==> config.mk <==
export PLATFORM = sky130hd
export DESIGN_NAME = lfsr_sched
export DESIGN_NICKNAME = d
export VERILOG_FILES = /design/src/rtl/lfsr_sched.sv
export SDC_FILE = /design/constraint.sdc
export NUM_CORES = 1
export LEC_CHECK = 0
export BUFFER_PORTS_ARGS = -buffer_cell sky130_fd_sc_hd__buf_2
export CAP_MARGIN = 40
export CORE_ASPECT_RATIO = 1.25
export CORE_UTILIZATION = 50
export CTS_CLUSTER_SIZE = 40
export DETAILED_ROUTE_END_ITERATION = 8
export GPL_TIMING_DRIVEN = 0
export PLACE_DENSITY = 0.77
export SLEW_MARGIN = 20
export SYNTH_ARGS = -nofsm -noshare
export SYNTH_HDL_FRONTEND = slang
export SYNTH_SLANG_ARGS = --single-unit
==> constraint.sdc <==
create_clock -name clk_50 -period 1.7 [get_ports clk_50]
set_input_delay 0.255 -clock clk_50 [delete_from_list [all_inputs] [get_ports clk_50]]
set_output_delay 0.255 -clock clk_50 [all_outputs]
set_load 0.01 [all_outputs]
==> src/rtl/lfsr_sched.sv <==
// lfsr_sched: 5-bit maximal-length LFSR shared by two requesters, plus a
// free-running tick divider that steps the LFSR when run is enabled.
// Ports: clk_50/reset (async, active-high); seed_load/seed_in reseed the LFSR;
//   run gates tick-driven stepping; req[1:0] demand words, answered by a
//   one-hot gnt pulse with rnd_data/rnd_valid; lfsr, tick and busy expose state.
module lfsr_sched #(
  parameter logic [4:0] SEED = 5'b00001,
  parameter int         DIV  = 50_000_000
) (
  input  logic       clk_50,
  input  logic       reset,
  input  logic       seed_load,
  input  logic [4:0] seed_in,
  input  logic       run,
  input  logic [1:0] req,
  output logic [1:0] gnt,
  output logic [4:0] rnd_data,
  output logic       rnd_valid,
  output logic [4:0] lfsr,
  output logic       tick,
  output logic       busy
);

  localparam int CW = (DIV > 2) ? $clog2(DIV) : 1;

  typedef enum logic [1:0] {IDLE, LOAD, GRANT, STEP} state_t;

  state_t        state, state_nxt;
  logic [CW-1:0] cnt;
  logic          tick_pend;
  logic          last_gnt;
  logic          gnt_idx;
  logic [4:0]    lfsr_step;
  logic          enter_step;

  // Tick divider runs regardless of what the FSM is doing.
  assign tick = (cnt == CW'(DIV - 1));

  always_ff @(posedge clk_50 or posedge reset) begin
    if (reset) begin
      cnt <= '0;
    end else if (tick) begin
      cnt <= '0;
    end else begin
      cnt <= cnt + 1'b1;
    end
  end

  assign lfsr_step = {lfsr[0] ^ lfsr[2], lfsr[4:1]};

  // Round-robin: on contention pick the requester not served last time.
  assign gnt_idx = (req == 2'b11) ? ~last_gnt : req[1];

  // State register
  always_ff @(posedge clk_50 or posedge reset) begin
    if (reset) begin
      state <= IDLE;
    end else begin
      state <= state_nxt;
    end
  end

  // Next-state logic: every non-IDLE state is a single cycle.
  always_comb begin
    state_nxt = IDLE;
    case (state)
      IDLE: begin
        if (seed_load)      state_nxt = LOAD;
        else if (|req)      state_nxt = GRANT;
        else if (tick_pend) state_nxt = STEP;
        else                state_nxt = IDLE;
      end
      default: state_nxt = IDLE;
    endcase
  end

  // Output decode
  always_comb begin
    busy = (state != IDLE);
  end

  assign enter_step = (state == IDLE) && (state_nxt == STEP);

  // Actions are performed on the edge that enters LOAD/GRANT/STEP, so the
  // registered results are visible for exactly the one cycle spent there.
  always_ff @(posedge clk_50 or posedge reset) begin
    if (reset) begin
      lfsr      <= SEED;
      gnt       <= 2'b00;
      rnd_valid <= 1'b0;
      rnd_data  <= 5'b00000;
      last_gnt  <= 1'b1;
    end else begin
      gnt       <= 2'b00;
      rnd_valid <= 1'b0;
      if (state == IDLE) begin
        case (state_nxt)
          LOAD: lfsr <= (seed_in == 5'b00000) ? SEED : seed_in;
          GRANT: begin
            gnt       <= gnt_idx ? 2'b10 : 2'b01;
            rnd_valid <= 1'b1;
            rnd_data  <= lfsr;
            lfsr      <= lfsr_step;
            last_gnt  <= gnt_idx;
          end
          STEP:    lfsr <= lfsr_step;
          default: ;
        endcase
      end
    end
  end

  // Pending free-run step; the clear on STEP entry wins over a coincident tick
  // so ticks never accumulate.
  always_ff @(posedge clk_50 or posedge reset) begin
    if (reset) begin
      tick_pend <= 1'b0;
    end else if (enter_step) begin
      tick_pend <= 1'b0;
    end else if (tick && run) begin
      tick_pend <= 1'b1;
    end
  end

endmodule

==> run summary, run 1 <==
FLOW RUN
------------------------------------------------------------------------------------------
Max Cap Viol ................................................................            0

FLOORPLAN
------------------------------------------------------------------------------------------
Die extent in y .............................................................      74.1 um
Effective utilization at floorplan ..........................................        0.536
Placeable core region .......................................................     3880 um2
Die outline width ...........................................................      59.7 um
Number of top-level pins ....................................................           26
Overall die area ............................................................     4420 um2
Cell row count ..............................................................           25

DRT
------------------------------------------------------------------------------------------
Detailed-route via count ....................................................        1,678
DRC violations left .........................................................            0
Sum of routed wire length over all layers ...................................      4550 um
Count of TritonRoute iterations in the first routing pass ...................            4
Routed wirelength normalized by instance count ..............................      15.2 um
1st-iter DRT viols ..........................................................           66
Number of routed nets with antenna violations ...............................            0
Via density per instance ....................................................         5.61

FINISH
------------------------------------------------------------------------------------------
Final cell utilization of the core ..........................................        0.694
Most common cell after layout, fill and taps aside .......................... sky130_fd_sc_hd__dfrtp_1
Filler cell count in the final layout .......................................          307
Flip-flop and latch area ....................................................     1080 um2
Share of cells above drive strength 1 .......................................        0.408
Synth-to-Final Area Change ..................................................        29.4%
Fin cells ...................................................................          299
Antenna Cells ...............................................................            0
Most used cells in the layout excluding fill and tap cells .................. 38 x sky130_fd_sc_hd__dfrtp_1, 25 x sky130_fd_sc_hd__buf_2, 18 x sky130_fd_sc_hd__buf_4
Area occupied by multi-input gates ..........................................     1070 um2
Count of nets after finishing ...............................................          257

CTS
------------------------------------------------------------------------------------------
Clock slew at reported path FFs .............................................      0.08 ns
Number of buffers created by CTS ............................................            5
Clock root cell ............................................................. sky130_fd_sc_hd__clkbuf_8
Num Clock Sinks .............................................................           43
Clock Latency Late Sink .....................................................      0.30 ns
CTS max path bufs ...........................................................            2
Clock tree from TritonCTS ...................................................         done
Maximum level of the CTS H-tree .............................................            2

PLACE
------------------------------------------------------------------------------------------
Worst setup slack after placement ...........................................    -0.293 ns
IO buf count ................................................................           25
Detail Placement HPWL .......................................................      2830 um
Post-Place Cells ............................................................          273
Placer's final routability congestion estimate ..............................        0.810

CRITICAL PATH
------------------------------------------------------------------------------------------
Setup slack of the most critical reg-to-reg path ............................     -0.11 ns
Arrival time of the worst setup path ........................................      1.58 ns
Worst Setup SP ..............................................................      cnt[11]
Cell depth of the worst flop-to-flop path ...................................            5
Element type at the critical path end .......................................  output port
CP Capture Point ............................................................         tick
Kind of launch point of the worst setup path ................................     register
CP required .................................................................      1.44 ns
Crit path max fanout ........................................................            4
Worst Path Class, Setup ..................................................... register to output port
Endpoint of the worst register-to-register path .............................    tick_pend
Source of the worst register-to-register timing path ........................      cnt[11]

GRT
------------------------------------------------------------------------------------------
Maximum number of pins on one net before global-route repair ................           30
Overall overflow remaining after global route ...............................            0
First-pass GRT wire length ..................................................      7800 um
Number of antenna violations at the first check in global routing ...........            0
Via count of the first global-routing pass ..................................        1,711
GRT Total Usage .............................................................        0.238

STA
------------------------------------------------------------------------------------------
Aggregate negative setup slack ..............................................     -1.15 ns
Minimum setup slack in the final design .....................................    -0.137 ns
Worst Tran Pin Value ........................................................     0.784 ns
Number of hold-slack violations in the final timing report ..................            0
Count of final setup violators ..............................................           20
Maximum operating frequency .................................................    0.544 GHz
Setup repair after global routing missed its margin .........................          yes
Tmin final ..................................................................      1.84 ns
Final clock skew ............................................................   0.00745 ns
Fin. max-slew vios ..........................................................            0
Period utilization ..........................................................         1.08
Max_slew headroom ...........................................................        0.472

SYNTH
------------------------------------------------------------------------------------------
Dominant combinational cell family by area after synthesis .................. simple AND/OR/NAND/NOR gates
Seq/Total Area, Yosys .......................................................        0.519
Number of register bits inferred by synthesis ...............................           43
Share of synthesized cell area in full adder, half adder and majority cells .       0.0120
Number of enable flip-flop cells after synthesis ............................            0
Leading cell types by total area after synthesis ............................ sky130_fd_sc_hd__dfrtp_1 49%, sky130_fd_sc_hd__xor2_1 4.2%, sky130_fd_sc_hd__nor2_1 3.4%, sky130_fd_sc_hd__xnor2_1 3.4%, sky130_fd_sc_hd__nand3_1 3.1%
Share of async-settable or async-resettable flops after synthesis ...........         1.00
Mux cell area share after synthesis .........................................       0.0464
Combined area of all synthesized cells ......................................     2080 um2
Number of warnings printed during yosys synthesis ...........................            0
Synth area leader ........................................................... sky130_fd_sc_hd__dfrtp_1
Xor and xnor fraction of the mapped netlist area ............................       0.0759
Synth Area per Inst .........................................................     10.8 um2
Synthesized netlist cell count ..............................................          193
Area fraction in compound gates after synthesis .............................       0.0813
Portion of synthesized cell area occupied by the leading cell type ..........        0.494
Simple-gate share of the synthesized area ...................................        0.243
Main synth FF type .......................................................... sky130_fd_sc_hd__dfrtp_1
Post-synthesis net count ....................................................          206
Synth cell types ............................................................           39

STATUS
------------------------------------------------------------------------------------------
Status ...................................................................... finished, violations left
Violated checks ............................................................. setup timing

HOLD PATH
------------------------------------------------------------------------------------------
Startpoint of the tightest hold check path ..................................    seed_load
HP Class .................................................................... input pin to register

POWER
------------------------------------------------------------------------------------------
Total power divided by cell area ............................................   946 nW/um2
Static power due to leakage .................................................      1.22 nW
Max IR drop VDD .............................................................   0.000562 V

how the worst min path moves through the flow:
stage | endpoint | cells after the start
2_1_floorplan | state[1] | 1
3_3_place_gp | lfsr[0] | 2
3_5_place_dp | rnd_data[1] | 2
4_1_cts | lfsr[3] | 3
5_1_grt | state[1] | 2
6_report | state[1] | 2
worst max-delay path: stages (launching register included):
cell and delay (ns):
sky130_fd_sc_hd__dfrtp_1 0.43, sky130_fd_sc_hd__nor4_2 0.27, sky130_fd_sc_hd__nand4_1 0.19, sky130_fd_sc_hd__nor4_2 0.21, sky130_fd_sc_hd__buf_2 0.18
report_power, final:
group	switching [W]	total, W	leakage, nW	internal (W)
combinational	0.000233	0.000447	0.609	0.000214
clock	0.000350	0.000826	0.0612	0.000475
sequential	0.000100	0.00127	0.555	0.00117
total	0.000683	0.00254	1.22	0.00186
through the flow:
| step | area [um2] | hold slack, ns | total power, W |
|---|---|---|---|
| 5_1_grt | 2690 | 0.237 | 0.00267 |
| 6_report | 2690 | 0.238 | 0.00254 |
| 3_3_place_gp | 2280 | 0.482 | 0.00170 |
| 4_1_cts | 2640 | 0.278 | 0.00255 |
| 2_1_floorplan | 2090 | 0.372 | 0.00153 |
| 3_5_place_dp | 2300 | 0.238 | 0.00173 |
layer usage:
metal,part of all wire,GRT usage,vias up
met5,0,0,-
met4,0.017,0.0724,0
met2,0.52,0.435,50
li1,-,-,802
met3,0.044,0.0487,9
met1,0.42,0.277,817
sequential cells by signal (all words and copies together) (netlist names):
name       flops
last_gnt       1
lfsr           5
gnt            2
state          2
cnt           26
rnd_valid      1
tick_pend      1
rnd_data       5
area by class of cell:
| type | count | share of cell area |
|---|---|---|
| Clock inverter | 2 | 0.0130 |
| Multi-Input combinational cell | 140 | 0.397 |
| Clock buffer | 6 | 0.0307 |
| Sequential cell | 43 | 0.402 |
| Buffer | 4 | 0.0140 |
| Tap cell | 54 | 0.0251 |
| Timing Repair Buffer | 46 | 0.112 |
| Inverter | 4 | 0.00558 |
logic make-up (layout without fill, tap and decap cells):
group                    after synthesis  in the layout
AO/OA/AOI/OAI                         24             24
XOR/XNOR                              18             18
adder cells (fa/ha/maj)                2              2
buffers and inverters                 10             62
flip-flops                            43             43
multiplexers                           9              9
AND/OR/NAND/NOR                       87             87
what timing repair did:
item | in CTS | in global routing
endpoints found under the hold margin | 13 | 0
hold buffers | 1 | 0
resized for setup | 22 | 10
setup endpoints to repair | 25 | 26
buffers inserted | 18 | 1
pin swaps | 9 | 4
synthesized netlist by cell type, drive strengths merged (4+ instances only):
cell type / instances
dfrtp: 41
nand2: 12
o21ai: 8
nand4: 10
and4: 5
a21oi: 8
mux2i: 4
mux2: 5
or3: 6
nor4: 6
nor2: 19
inv: 4
xor2: 10
o31ai: 4
nor3: 4
xnor2: 8
nand3: 13
(Power assumes the default switching activity.)
==> run 2, diff against run 1 <==
--- a/config.mk
+++ b/config.mk
@@ -8,6 +8,7 @@
 export BUFFER_PORTS_ARGS = -buffer_cell sky130_fd_sc_hd__buf_2
 export CAP_MARGIN = 40
 export CORE_ASPECT_RATIO = 1.25
+export CORE_MARGIN = 1
 export CORE_UTILIZATION = 50
 export CTS_CLUSTER_SIZE = 40
 export DETAILED_ROUTE_END_ITERATION = 8
==> constraint.sdc (replaced) <==
create_clock -name clk_50 -period 1.7 [get_ports clk_50]
set_input_delay 0 -clock clk_50 [delete_from_list [all_inputs] [get_ports clk_50]]
set_output_delay 0 -clock clk_50 [all_outputs]
set_load 0.01 [all_outputs]
==> run 2 against run 1 <==
Critical path depth grew 2. Largest power group unchanged. Register-to-register slack improved by 0.02 ns. Core utilization grew 1.9 points. Critical path type is now register to register. Final area up 2.7%. Combinational power about the same. The run still ends with setup timing left. Non-clock buffer count rose by 1.
==> run summary, run 2 (same netlist as run 1, synthesis figures left out) <==
STATUS
--------------------------------------------------------------------------------
Status ............................................................ finished, violations left
Violated checks ................................................... setup timing

STA
--------------------------------------------------------------------------------
Final clock skew ..................................................   0.00612 ns   -0.00133 ns
Aggregate negative setup slack ....................................    -0.887 ns   +0.266 ns
Max_slew headroom .................................................        0.473   +0.00110
Maximum operating frequency .......................................    0.558 GHz   +2.6%
Fin. max-slew vios ................................................            0   unchanged
Tmin final ........................................................      1.79 ns   -0.0460 ns
Period utilization ................................................         1.05   -0.0271
Setup repair after global routing missed its margin ...............          yes
Worst Tran Pin Value ..............................................     0.782 ns   -0.00163 ns
Minimum setup slack in the final design ...........................   -0.0908 ns   +0.0460 ns
Count of final setup violators ....................................           20   unchanged
Number of hold-slack violations in the final timing report ........            0   unchanged

GRT
--------------------------------------------------------------------------------
Maximum number of pins on one net before global-route repair ......           30   unchanged
Via count of the first global-routing pass ........................        1,698   -0.76%
Overall overflow remaining after global route .....................            0   unchanged
Number of antenna violations at the first check in global routing .            0   unchanged
First-pass GRT wire length ........................................      7710 um   -1.2%
GRT Total Usage ...................................................        0.235   -0.00293

PLACE
--------------------------------------------------------------------------------
Detail Placement HPWL .............................................      2830 um   unchanged
IO buf count ......................................................           25   unchanged
Placer's final routability congestion estimate ....................        0.810   unchanged

CRITICAL PATH
--------------------------------------------------------------------------------
Stages on worst setup path ........................................            6   +2
Crit path max fanout ..............................................            8   +4
Arrival time of the worst setup path ..............................      2.02 ns   +0.44 ns
Crit path buf inv count ...........................................            2   +1
Kind of cell with the highest combined delay on the critical path . simple AND/OR/NAND/NOR gates
Source of the worst register-to-register timing path ..............       cnt[8]
Most common cell on crit path ..................................... sky130_fd_sc_hd__buf_6
Element type at the critical path end .............................     register
Worst Setup SP ....................................................       cnt[8]
CP required .......................................................      1.93 ns   +0.49 ns
Cell depth of the worst flop-to-flop path .........................            6   +1
Worst Path Class, Setup ........................................... register to register
CP cell instances ................................................. buf_6, nand4_1, or3_4, buf_6, or4_4, a21oi_2
Slowest cell on the critical path ................................. sky130_fd_sc_hd__or4_4
Crit path largest cell delay ......................................      0.51 ns   +0.08 ns
Kind of launch point of the worst setup path ......................     register

DRT
--------------------------------------------------------------------------------
Number of routed nets with antenna violations .....................            0   unchanged
Routed wirelength normalized by instance count ....................      15.4 um   +1.0%
Count of TritonRoute iterations in the first routing pass .........            6   +2
Sum of routed wire length over all layers .........................      4620 um   +1.4%
1st-iter DRT viols ................................................           73   +11%
Detailed-route via count ..........................................        1,724   +2.7%
Via density per instance ..........................................         5.75   +2.4%
DRC violations left ...............................................            0   unchanged

FLOORPLAN
--------------------------------------------------------------------------------
Overall die area ..................................................     4420 um2   unchanged
Cell row count ....................................................           25   unchanged
Die extent in y ...................................................      74.1 um   unchanged
Effective utilization at floorplan ................................        0.536   unchanged
Die outline width .................................................      59.7 um   unchanged
Number of top-level pins ..........................................           26   unchanged
Placeable core region .............................................     3880 um2   unchanged

POWER
--------------------------------------------------------------------------------
PnR Total Power ...................................................    0.00254 W   -0.13%
Total power divided by cell area ..................................   920 nW/um2   -2.8%
Static power due to leakage .......................................      1.25 nW   +2.1%
Max IR drop VDD ...................................................   0.000594 V   +5.6%

FINISH
--------------------------------------------------------------------------------
Biggest registers after layout .................................... cnt: 26 flops, lfsr: 5 flops, rnd_data: 5 flops
Count of nets after finishing .....................................          258   +0.39%
Most flops, register ..............................................          cnt
Filler cell count in the final layout .............................          291   -5.2%
Share of cells above drive strength 1 .............................        0.443   +0.0349
Most common cell after layout, fill and taps aside ................ sky130_fd_sc_hd__dfrtp_1
Max reg flops .....................................................           26   unchanged
Antenna Cells .....................................................            0   unchanged
Most used cells in the layout excluding fill and tap cells ........ 37 x sky130_fd_sc_hd__dfrtp_1, 25 x sky130_fd_sc_hd__buf_2, 17 x sky130_fd_sc_hd__buf_4
Final cell utilization of the core ................................        0.712   +0.0187
Synth-to-Final Area Change ........................................        32.9%

CTS
--------------------------------------------------------------------------------
Number of buffers created by CTS ..................................            5   unchanged
Clock slew at reported path FFs ...................................      0.08 ns   about the same
CTS max path bufs .................................................            2   unchanged
Num Clock Sinks ...................................................           43   unchanged
Clock Latency Late Sink ...........................................      0.29 ns   about the same
Clock root cell ................................................... sky130_fd_sc_hd__clkbuf_8
Maximum level of the CTS H-tree ...................................            2   unchanged
Clock tree from TritonCTS .........................................         done

FLOW RUN
--------------------------------------------------------------------------------
Max Cap Viol ......................................................            0   unchanged

HOLD PATH
--------------------------------------------------------------------------------
HP Class .......................................................... input pin to register
Startpoint of the tightest hold check path ........................   seed_in[3]
Count of cells along the worst hold path ..........................            3   +1

[run 2: cell types whose count changed in the layout (fill, tap and decap cells not counted), moves of 2 or more]
cell,change
sky130_fd_sc_hd__nor2_1,-6
sky130_fd_sc_hd__nor2_4,+4
sky130_fd_sc_hd__nor2_2,+2
sky130_fd_sc_hd__nor4_4,+2
[run 2: power by group]
| part | internal (W) | switching [W] |
|---|---|---|
| clock | 0.000475 | 0.000345 |
| sequential | 0.00117 | 0.0000997 |
| combinational | 0.000215 | 0.000233 |
| total | 0.00186 | 0.000678 |
[run 2: path summary, 6_finish.rpt]
| check | to | slack, ns |
|---|---|---|
| worst min register to register | rnd_data[3] | 0.50 |
| min in group asynchronous | lfsr[1] | 0.21 |
| worst max-delay path | cnt[23] | -0.09 |
| max in group asynchronous | lfsr[0] | 0.97 |
| worst min-delay path | lfsr[3] | 0.02 |
| worst max register to register | cnt[23] | -0.09 |
[run 2: through the flow]
stage	instance area [um2]	hold WS, ns	worst slack [ns]	cells
final	2760	0.0195	-0.0908	300
after global routing	2760	0.0585	-0.146	300
after CTS	2620	0.0227	-0.0625	297
after detailed placement	2300	-0.0169	-0.293	273
after global placement	2280	0.322	-0.258	272
after floorplan	2090	0.117	-0.0484	193
[run 2: layer usage]
| metal | vias up | wire [um] | global-route usage |
|---|---|---|---|
| met3 | 13 | 211 | 0.0487 |
| met5 | - | 0 | 0 |
| met2 | 58 | 2420 | 0.419 |
| li1 | 798 | - | - |
| met1 | 855 | 1870 | 0.277 |
| met4 | 0 | 117 | 0.0853 |
[run 2: worst register-to-register path, cell delays in order, from the launching register on]
cell	delay, ns
sky130_fd_sc_hd__dfrtp_1	0.36
sky130_fd_sc_hd__buf_6	0.11
sky130_fd_sc_hd__nand4_1	0.11
sky130_fd_sc_hd__or3_4	0.36
sky130_fd_sc_hd__buf_6	0.14
sky130_fd_sc_hd__or4_4	0.51
sky130_fd_sc_hd__a21oi_2	0.14
[run 2: area by class of cell]
class                           count  area [um2]  area share
Clock inverter                      2        35.0      0.0127
Timing Repair Buffer               47         315       0.114
Tap cell                           54        67.6      0.0245
Inverter                            4        15.0     0.00543
Buffer                              4        38.8      0.0140
Sequential cell                    43        1080       0.392
Clock buffer                        6        82.6      0.0299
Multi-Input combinational cell    140        1120       0.407
[run 2: repair_timing]
item | CTS | global route
pin swaps | 7 | 15
endpoints found under the hold margin | 42 | 1
hold buffers | 1 | 1
endpoints found under the setup margin | 25 | 26
setup buffers | 17 | 2
resized for setup | 17 | 32
gates cloned | 0 | 1
==> run 3, diff against run 2 <==
--- a/config.mk
+++ b/config.mk
@@ -9,11 +9,12 @@
 export CAP_MARGIN = 40
 export CORE_ASPECT_RATIO = 1.25
 export CORE_MARGIN = 1
-export CORE_UTILIZATION = 50
+export CORE_UTILIZATION = 51
 export CTS_CLUSTER_SIZE = 40
 export DETAILED_ROUTE_END_ITERATION = 8
 export GPL_TIMING_DRIVEN = 0
-export PLACE_DENSITY = 0.77
+export PLACE_DENSITY = 0.78
+export SKIP_LAST_GASP = 1
 export SLEW_MARGIN = 20
 export SYNTH_ARGS = -nofsm -noshare
 export SYNTH_HDL_FRONTEND = slang
==> run 3 against run 2 <==
The flow still finishes with violations (setup timing). First-iteration DRC count up 33%. Combinational power about the same. Setup slack better by 0.019 ns. Sequential share of layout area up 0.61 points. Final cell count up 1.0%.
==> run summary, run 3 (same netlist as run 1, synthesis figures left out) <==
STATUS
--------------------------------------------------------------------------------
Status ............................................................ finished, violations left
Violated checks ................................................... setup timing

FINISH
--------------------------------------------------------------------------------
Most used cells in the layout excluding fill and tap cells ........ 33 x sky130_fd_sc_hd__dfrtp_1, 26 x sky130_fd_sc_hd__buf_2, 20 x sky130_fd_sc_hd__buf_4
Fin cells .........................................................          303   +1.0%
Max reg flops .....................................................           26   unchanged
Count of nets after finishing .....................................          261   +1.2%
Antenna Cells .....................................................            0   unchanged
Share of cells above drive strength 1 .............................        0.430   -0.0134
Biggest registers after layout .................................... cnt: 26 flops, lfsr: 5 flops, rnd_data: 5 flops
Most common cell after layout, fill and taps aside ................ sky130_fd_sc_hd__dfrtp_1
Final cell utilization of the core ................................        0.710   -0.00201
Synth-to-Final Area Change ........................................        31.5%
Most flops, register ..............................................          cnt

STA
--------------------------------------------------------------------------------
Fin. max-slew vios ................................................            0   unchanged
Max_slew headroom .................................................        0.475   +0.00201
Period utilization ................................................         1.04   -0.0109
Worst Tran Pin Value ..............................................     0.779 ns   -0.00298 ns
Maximum operating frequency .......................................    0.564 GHz   +1.0%
Count of final setup violators ....................................           19   -5.0%
Number of hold-slack violations in the final timing report ........            0   unchanged
Tmin final ........................................................      1.77 ns   -0.0186 ns
Minimum setup slack in the final design ...........................   -0.0722 ns   +0.0186 ns
Final clock skew ..................................................   0.00495 ns   -0.00116 ns
Setup repair after global routing missed its margin ...............          yes

CRITICAL PATH
--------------------------------------------------------------------------------
Element type at the critical path end .............................     register
CP required .......................................................      1.92 ns   about the same
Source of the worst register-to-register timing path ..............      cnt[13]
Crit path largest cell delay ......................................      0.49 ns   -0.02 ns
Arrival time of the worst setup path ..............................      1.99 ns   -0.03 ns
Kind of launch point of the worst setup path ......................     register
Worst Setup SP ....................................................      cnt[13]
CP cell instances ................................................. nand4_4, or3_4, buf_6, or4_1, a21oi_1
Cell depth of the worst flop-to-flop path .........................            5   -1
Crit path max fanout ..............................................            5   -3
Worst Path Class, Setup ........................................... register to register
Slowest cell on the critical path ................................. sky130_fd_sc_hd__or4_1

HOLD PATH
--------------------------------------------------------------------------------
Startpoint of the tightest hold check path ........................   seed_in[3]
Count of cells along the worst hold path ..........................            3   unchanged
HP Class .......................................................... input pin to register

FLOORPLAN
--------------------------------------------------------------------------------
Cell row count ....................................................           25   unchanged
Placeable core region .............................................     3850 um2   -0.81%
Die extent in y ...................................................      73.4 um   -0.96%
Die outline width .................................................      59.1 um   -0.96%
Effective utilization at floorplan ................................        0.540   +0.00436
Number of top-level pins ..........................................           26   unchanged
Overall die area ..................................................     4340 um2   -1.9%

DRT
--------------------------------------------------------------------------------
Sum of routed wire length over all layers .........................      4840 um   +4.8%
Routed wirelength normalized by instance count ....................      16.0 um   +3.8%
Count of TritonRoute iterations in the first routing pass .........            4   -2
Detailed-route via count ..........................................        1,727   +0.17%
1st-iter DRT viols ................................................           97   +33%
Via density per instance ..........................................         5.70   -0.82%
Number of routed nets with antenna violations .....................            0   unchanged
DRC violations left ...............................................            0   unchanged

POWER
--------------------------------------------------------------------------------
Static power due to leakage .......................................      1.20 nW   -4.0%
Total power divided by cell area ..................................   965 nW/um2   +5.0%
Max IR drop VDD ...................................................   0.000568 V   -4.3%

CTS
--------------------------------------------------------------------------------
Number of buffers created by CTS ..................................            5   unchanged
Clock tree from TritonCTS .........................................         done
Clock slew at reported path FFs ...................................      0.08 ns   about the same
Clock root cell ................................................... sky130_fd_sc_hd__clkbuf_8
Maximum level of the CTS H-tree ...................................            2   unchanged
Clock Latency Late Sink ...........................................      0.29 ns   about the same
Num Clock Sinks ...................................................           43   unchanged
CTS max path bufs .................................................            2   unchanged

FLOW RUN
--------------------------------------------------------------------------------
Max Cap Viol ......................................................            0   unchanged

GRT
--------------------------------------------------------------------------------
Overall overflow remaining after global route .....................            0   unchanged
Via count of the first global-routing pass ........................        1,647   -3.0%
Number of antenna violations at the first check in global routing .            0   unchanged
GRT Total Usage ...................................................        0.238   +0.00329
First-pass GRT wire length ........................................      7700 um   about the same
Maximum number of pins on one net before global-route repair ......           28   -6.7%

PLACE
--------------------------------------------------------------------------------
Placer's final routability congestion estimate ....................        0.840   +3.7%
IO buf count ......................................................           25   unchanged
Post-Place Cells ..................................................          273   unchanged
Detail Placement HPWL .............................................      2920 um   +3.2%
Worst setup slack after placement .................................    -0.289 ns   +0.00424 ns

run 3: cell types whose count changed in the layout (fill, tap and decap cells not counted), sizes merged:
cell / delta
buf: +3
bufinv: +1
clkinv: -1
run 3: path summary, 6_finish.rpt:
kind	endpoint	slack (ns)
worst max-delay path	cnt[21]	-0.07
min in group asynchronous	gnt[0]	0.23
worst min-delay path	lfsr[3]	0.04
worst max register to register	cnt[21]	-0.07
worst min register to register	cnt[0]	0.49
max in group asynchronous	lfsr[0]	0.94
run 3: layout make-up:
class / count / area (um2)
plain buffers: 2 / 16.3
clock buffers: 6 / 72.6
clock inverters: 2 / 60.1
multi-input cells: 140 / 1060
fillers: 288 / 1110
repair buffers: 52 / 354
inverters: 4 / 15.0
flip-flops and latches: 43 / 1090
well taps: 54 / 67.6
run 3: power by group:
group / switching (W) / internal [W]
Clock: 0.000335 / 0.000587
Combinational: 0.000231 / 0.000215
Sequential: 0.0000987 / 0.00117
Total: 0.000665 / 0.00197
run 3: timing repair:
item                                    in CTS  in global routing
endpoints found under the setup margin      25                 24
gates resized for setup                     17                 23
setup buffers                               17                  5
gates cloned                                 2                  0
hold endpoints to repair                    16                  1
hold buffers                                 1                  1
pin swaps                                   14                 12
run 3: layer usage:
metal / global-route usage / part of all wire / vias up / wire length [um]
li1: - / - / 805 / -
met1: 0.259 / 0.39 / 848 / 1870
met4: 0.103 / 0.025 / 0 / 123
met3: 0.0370 / 0.040 / 13 / 194
met2: 0.448 / 0.55 / 61 / 2650
met5: 0 / 0 / - / 0
run 3: metrics by stage:
step / area, um2 / total power (W) / setup TNS [ns] / hold slack, ns
6_report: 2730 / 0.00264 / -1.00 / 0.0385
5_1_grt: 2730 / 0.00278 / -1.84 / 0.0381
4_1_cts: 2630 / 0.00265 / -0.939 / 0.0323
3_5_place_dp: 2300 / 0.00173 / -4.11 / 0.00251
3_3_place_gp: 2280 / 0.00170 / -3.85 / 0.314
2_1_floorplan: 2090 / 0.00153 / -0.0968 / 0.117
run 3: worst max-delay path: cells and delay by family, from the launching register on:
kind	cells	cell delay [ns]
flops	1	0.44
compound gates	1	0.14
simple gates	3	0.99
buf+inv	1	0.13
